<file path="config.mk">
export PLATFORM = sky130hd
export DESIGN_NAME = pwm_duty_meter
export DESIGN_NICKNAME = d
export VERILOG_FILES = /design/src/rtl/pwm_duty_meter.sv
export SDC_FILE = /design/constraint.sdc
export NUM_CORES = 1
export LEC_CHECK = 0
export CAP_MARGIN = 10
export CORE_MARGIN = 4
export CORE_UTILIZATION = 44
export CTS_CLUSTER_SIZE = 16
export DETAILED_ROUTE_END_ITERATION = 12
export GPL_ROUTABILITY_DRIVEN = 0
export PLACE_DENSITY = 0.7
export SLEW_MARGIN = 20
export SYNTH_ARGS = -nofsm -noshare
export SYNTH_HDL_FRONTEND = slang
export SYNTH_SLANG_ARGS = --single-unit
</file>
<file path="constraint.sdc">
create_clock -name clk -period 3.01 [get_ports clk]
set_clock_uncertainty 0.15 [all_clocks]
set_input_delay 0.602 -clock clk [delete_from_list [all_inputs] [get_ports clk]]
set_output_delay 0.602 -clock clk [all_outputs]
set_load 0.05 [all_outputs]
</file>
<file path="src/rtl/pwm_duty_meter.sv">
// PWM receive-side meter: measures high time and period of pwm_in in clk cycles,
// flags edge-less (stuck) inputs and off-nominal periods.
module pwm_duty_meter #(
    parameter int CLK_PER_PERIOD = 10,
    parameter int SYNC_STAGES    = 2,
    parameter int CW             = $clog2(2*CLK_PER_PERIOD+1)
) (
    input  logic          clk,
    input  logic          reset_n,
    input  logic          pwm_in,
    output logic [CW-1:0] duty_out,
    output logic [CW-1:0] period_out,
    output logic          valid_out,
    output logic          stuck_out,
    output logic          period_err_out
);

    localparam logic [CW-1:0] TIMEOUT = CW'(2*CLK_PER_PERIOD);
    localparam logic [CW-1:0] NOMINAL = CW'(CLK_PER_PERIOD);

    typedef enum logic [1:0] {IDLE, MEASURE, STUCK} state_t;

    state_t                 state_q, state_d;
    logic [SYNC_STAGES-1:0] sync_q;
    logic                   s_d_q;
    logic [CW-1:0]          per_cnt_q, per_cnt_d;
    logic [CW-1:0]          hi_cnt_q, hi_cnt_d;
    logic [CW-1:0]          duty_q, duty_d;
    logic [CW-1:0]          period_q, period_d;
    logic                   valid_q, valid_d;
    logic                   stuck_q, stuck_d;
    logic                   err_q, err_d;
    logic                   s, rise, timeout;

    assign s       = sync_q[SYNC_STAGES-1];
    assign rise    = s & ~s_d_q;
    assign timeout = (per_cnt_q == TIMEOUT);

    // Synchronizer plus one delay flop for edge detection
    always_ff @(posedge clk or negedge reset_n) begin
        if (!reset_n) begin
            sync_q <= '0;
            s_d_q  <= 1'b0;
        end else begin
            sync_q <= {sync_q[SYNC_STAGES-2:0], pwm_in};
            s_d_q  <= s;
        end
    end

    // Both counters restart at 1 on a rise: the rise cycle itself is high
    always_comb begin
        per_cnt_d = per_cnt_q;
        hi_cnt_d  = hi_cnt_q;
        if (rise) begin
            per_cnt_d = CW'(1);
            hi_cnt_d  = CW'(1);
        end else begin
            if (per_cnt_q != TIMEOUT)
                per_cnt_d = per_cnt_q + 1'b1;
            if (s && hi_cnt_q != TIMEOUT)
                hi_cnt_d = hi_cnt_q + 1'b1;
        end
    end

    always_ff @(posedge clk or negedge reset_n) begin
        if (!reset_n) begin
            per_cnt_q <= '0;
            hi_cnt_q  <= '0;
        end else begin
            per_cnt_q <= per_cnt_d;
            hi_cnt_q  <= hi_cnt_d;
        end
    end

    always_ff @(posedge clk or negedge reset_n) begin
        if (!reset_n) state_q <= IDLE;
        else          state_q <= state_d;
    end

    // A rise always beats a simultaneous timeout
    always_comb begin
        state_d = state_q;
        case (state_q)
            IDLE, MEASURE: begin
                if (rise)         state_d = MEASURE;
                else if (timeout) state_d = STUCK;
            end
            STUCK:   if (rise) state_d = MEASURE;
            default: state_d = IDLE;
        endcase
    end

    always_comb begin
        duty_d   = duty_q;
        period_d = period_q;
        err_d    = err_q;
        stuck_d  = stuck_q;
        valid_d  = 1'b0;
        case (state_q)
            IDLE: begin
                if (!rise && timeout) begin
                    stuck_d  = 1'b1;
                    period_d = '0;
                    err_d    = 1'b0;
                    duty_d   = s ? NOMINAL : '0;
                    valid_d  = 1'b1;
                end
            end
            MEASURE: begin
                if (rise) begin
                    period_d = per_cnt_q;
                    duty_d   = hi_cnt_q;
                    err_d    = (per_cnt_q != NOMINAL);
                    valid_d  = 1'b1;
                end else if (timeout) begin
                    stuck_d  = 1'b1;
                    period_d = '0;
                    err_d    = 1'b0;
                    duty_d   = s ? NOMINAL : '0;
                    valid_d  = 1'b1;
                end
            end
            // Interval ending in the resuming rise is not a real period
            STUCK: if (rise) stuck_d = 1'b0;
            default: ;
        endcase
    end

    always_ff @(posedge clk or negedge reset_n) begin
        if (!reset_n) begin
            duty_q   <= '0;
            period_q <= '0;
            valid_q  <= 1'b0;
            stuck_q  <= 1'b0;
            err_q    <= 1'b0;
        end else begin
            duty_q   <= duty_d;
            period_q <= period_d;
            valid_q  <= valid_d;
            stuck_q  <= stuck_d;
            err_q    <= err_d;
        end
    end

    assign duty_out       = duty_q;
    assign period_out     = period_q;
    assign valid_out      = valid_q;
    assign stuck_out      = stuck_q;
    assign period_err_out = err_q;

endmodule

</file>
; Word-level counts from Yosys, hierarchy flattened
; Index checks and enable logic that the tools add are counted.
[word_totals]
ff_bits = 28
in_bits = 3
output_inout_bits = 13
word_cells = 68
[classes]
n_addsub = 2
eq_ne = 12
muxes = 30
n_bitwise = 2
n_reduce_logical = 12
[op_table]
columns = op, count
row1 = 5-bit two-way mux, 10
row2 = 5-bit one-hot mux with 2 select lines, 2
row3 = "5-bit by 1-bit adder with 5-bit output, second input constant", 2
row4 = 1-bit two-way mux, 10
row5 = "5-bit inequality test, second input constant", 2
row6 = "2-bit inequality test, second input constant", 4
row7 = 2-bit two-way mux, 3
row8 = "3-bit inequality test, second input constant", 2
row9 = 2-bit nonzero test, 3
row10 = "5-bit equality test, second input constant", 1
row11 = "5-bit by 4-bit inequality test with 1-bit output, second input constant", 1
row12 = 5-bit AND reduction, 1
row13 = 4-bit two-way mux, 1
row14 = 1-bit one-hot mux with 2 select lines, 2
row15 = 2-bit one-hot mux with 2 select lines, 1
row16 = 1-bit one-hot mux with 3 select lines, 1
row17 = 3-bit AND reduction, 1
row18 = 3-bit nonzero test, 1
row19 = "2-bit by 1-bit equality test with 1-bit output, second input constant", 1
row20 = "2-bit equality test, second input constant", 1
row21 = 1-bit logical AND, 2
row22 = 2-bit zero test, 1
row23 = 2-bit AND reduction, 1
row24 = 2-bit OR reduction, 1
row25 = 3 further kinds, 3

; Longest topological paths before layout
[logic_depth]
ltp_word = 6
ltp_mapped = 6
depth_no_buf = 5

; Worst setup path before layout
; Ideal clock, no wire load.
[synth_path]
kind = reg-to-reg
from = reg per_cnt_q[0]
to = reg err_q, in the netlist period_err_out
setup_ns = 0.126
t_arrival_ns = 1.507
required_time_ns = 2.734
slack_ns = 1.227
stages_incl_launch_ff = 7
n_path_buf = 1
period_less_slack_ns = 1.783
path_cell_list = dfrtp_1 > inv_1 > ha_1 > nand4b_4 > a21o_1 > buf_6 > a221o_1
[synth_between]
elab_chain_cells = 4
word_cells_on_any_way = 8
cone_classes = 4 x eq/ne / 2 x mux / 2 x reduce/logical
[synth_lines]
columns = element, line
row1 = start: declaration, 26  ; logic [CW-1:0] per_cnt_q, per_cnt_d;
row2 = start signal: assignment, 70  ; per_cnt_q <= per_cnt_d;
row3 = 5-bit equality test, 37  ; assign timeout = (per_cnt_q == TIMEOUT);
row4 = 1-bit logical AND, 101  ; if (!rise && timeout) begin
row5 = 2-bit inequality test (no line), n/a
row6 = 3-bit AND reduction (no line), n/a
row7 = end signal: assignment, 141  ; err_q <= err_d;
row8 = end: declaration, 32  ; logic err_q, err_d;
; Several ways; a longest one is shown, not always the timed one.
; A chain may end at the register's enable or synchronous reset.

; Final worst setup path
[layout_path]
from = reg stuck_q, in the netlist stuck_out
to = out stuck_out
[layout_lines]
columns = element, line
row1 = start: declaration, 31  ; logic stuck_q, stuck_d;
row2 = start signal: assignment, 140  ; stuck_q <= stuck_d;
row3 = end: declaration, 14  ; output logic stuck_out,
; No word-level cell between the ends.

==> summary.md <==
| Metric | Value |
|---|---|
| Area leader, netlist | dfrtp_1 |
| CP Capture Type | output pin |
| Critical-path top delay cell | clkdlybuf4s50_1 |
| ANT cells | 0 |
| Hold Violations, Final | 0 |
| Final-report setup violation count | 0 |
| Postcts setup bufs | 0 |
| Port Buffers | 15 |
| CTS tree | done |
| Hold path start | sync_q[0] |
| DRT Pass-1 Iters | 4 |
| WS Path Type | flop to output pin |
| Ys Warns | 0 |
| DR vias/cell | 5.22 |
| Hold path depth | 0 |
| Post-synth top area share | 49.5% |
| Worst Hold End | sync_q[1] |
| Total power | 1.15 mW |
| Initial antenna violation count | 0 |
| Max-slew headroom at the worst pin | 64.3% |
| Top-count cell post-synth | dfrtp_1 |
| Skew-Pair Late Insertion Delay | 330 ps |
| Arrival time worst endpoint | 1580 ps |
| Reg2Reg Depth | 3 |
| Pleak | 0.719 nW |
| DIE AREA | 0.00419 mm^2 |
| Hold_buf cts | 0 |
| Count of standard-cell rows | 20 |
| Netlist cell types | 38 |
| Setup TNS | 0 ps |
| Period Utilization, post-route | 77.4% |
| Top achievable clock speed | 0.429 GHz |
| DR vias | 981 |
| HP Class | flop to flop |
| Drt wl/cell | 13.9 um |
| First-pass GRT wire length | 4720 um |
| Initial Util | 46.4% |
| Synthesized area per cell | 10.7 um^2 |
| P&R area growth vs syn | 14.9% |
| Max-slew violations | 0 |
| GRT overflow | 0 |
| Syn_nets | 140 |
| Post-synth top cells | dfrtp_1 (28), a21oi_1 (15), nor2b_1 (11), inv_1 (8), o2bb2ai_1 (8) |
| Post-synthesis sequential area ratio | 49.5% |
| Die height | 64.7 um |
| HPWL after detailed placement | 1900 um |
| CP Launch Type | flop |
| Final worst slack | 679 ps |
| PwrDens | 709 mW/mm^2 |
| Max IR drop VDD | 0.465 mV |
| Clock root cell | clkbuf_4 |
| Placed cell count | 184 |
| Syn Std Cell Area | 0.00142 mm^2 |
| Top cells by area, synth | dfrtp_1 (50%), a21oi_1 (5.3%), o2bb2ai_1 (5.0%) |
| Nets | 153 |
| Clock Sinks | 28 |
| Layout cell share with drive strength beyond 1 | 8.33% |
| RR Startpoint | sync_q[1] |
| Clock-pin slew on the worst setup and hold paths | 150 ps |
| Slowest stage delay, CP | 820 ps |
| Core Area | 0.00305 mm^2 |
| Crit-path cells | clkdlybuf4s50_1 |
| Htree depth | 1 |
| CP Buf/Inv Count | 1 |
| Least-Margin Pin Slew | 534 ps |
| I/O pin total | 16 |
| CTS buffer count | 3 |
| Worst-path fanout max | 3 |
| CTS resizes | 0 |
| Crit-path leading delay family | buffers and inverters |
| Antenna viol nets, final | 0 |
| Clk buf depth | 2 |
| Ys async rst share | 100% |
| Cells after Synth | 132 |
| Vias in the first global route | 1,039 |
| Largest net degree at the start of global routing | 29 |
| DRC | 0 |
| Status | finished clean |
| Ys flop type | dfrtp_1 |
| Count of non-filler cells in the finished layout | 188 |
| WP data required | 2260 ps |
| Tot GR Track Use | 14.2% |
| Max Cap Violations | 0 |
| RSZ-0062 raised after global routing | false |
| Initial DRC Count | 50 |
| Placement Setup Slack | 1020 ps |
| EDFF count, synth | 0 |
| Yosys reg bits | 28 |
| RR Endpoint | period_err_out |
| Register-to-register setup slack | 1010 ps |
| Die Width | 64.7 um |
| Routed WL | 2620 um |
| Tmin final | 2330 ps |
## where the power goes
group / total [mW] / switching, mW / leakage [nW] / internal [mW]
logic: 0.424 / 0.248 / 0.350 / 0.176
clock network: 0.181 / 0.107 / 0.0210 / 0.0741
registers: 0.547 / 0.0954 / 0.348 / 0.451
total: 1.15 / 0.450 / 0.719 / 0.702
## per-stage QoR
step / utilization, % / hold slack, ps / area, um^2
floorplan: - / 156 / 1420
global placement: 52.0 / 202 / 1590
detailed placement: 52.0 / 198 / 1590
CTS: 53.2 / 227 / 1630
global route: 53.2 / 241 / 1630
finish: 53.2 / 218 / 1630
## worst max path at each step
| stage | from | to | cells after the start |
|---|---|---|---|
| 2_1_floorplan | per_cnt_q[0] | period_err_out | 6 |
| 4_1_cts | stuck_out | stuck_out | 1 |
| 6_report | stuck_out | stuck_out | 1 |
| 5_1_grt | period_out[3] | period_out[3] | 1 |
| 3_3_place_gp | stuck_out | stuck_out | 1 |
| 3_5_place_dp | sync_q[1] | period_err_out | 3 |
## per-layer routing
metal | vias to the layer above | track usage (%) | routed length (um) | part of all wire (%)
li1 | 496 | - | - | -
met1 | 469 | 17.8 | 1210 | 46
met2 | 16 | 24.8 | 1310 | 50
met3 | 0 | 4.16 | 101 | 3.9
met4 | 0 | 1.58 | 0 | 0
met5 | - | 0 | 0 | 0
## flip-flops by register name, indices dropped and copies added (netlist names)
name            cells
s_d_q               1
period_err_out      1
state_q             2
hi_cnt_q            5
stuck_out           1
period_out          5
duty_out            5
sync_q              2
per_cnt_q           5
valid_out           1
## cells in the final DEF, fill, tap and decap left out, types with 2 or more instances in the layout
cell,instances
a21oi_1,15
and2_1,2
and3_1,2
buf_4,2
clkbuf_4,3
clkdlybuf4s50_1,15
dfrtp_1,28
ha_1,5
inv_1,8
mux2_2,3
mux2i_1,2
nand2_1,3
nand2b_1,2
nand3_1,3
nor2_1,7
nor2b_1,11
o21ai_0,4
o2bb2ai_1,8
o31a_1,2
## kinds of logic (layout without fill, tap and decap cells)
logic type               count (synthesis)  count (layout)  share of synthesized area [%]
AO/OA/AOI/OAI                           39              39                           19.6
XOR/XNOR                                 2               2                           1.24
adder cells (fa/ha/maj)                  5               5                           4.42
buffers and inverters                   17              29                           5.39
flip-flops                              28              28                           49.5
multiplexers                             5               5                           3.80
AND/OR/NAND/NOR                         36              36                           16.0
## cell type report
cell class | instances | area [um^2]
inverter | 8 | 30.0
tap | 44 | 55.1
timing repair buffer | 17 | 165
sequential | 28 | 701
clock buffer | 4 | 36.3
fill | 276 | 1430
multi-input combinational | 87 | 638
Note: power is estimated with default switching activity, not from simulation.
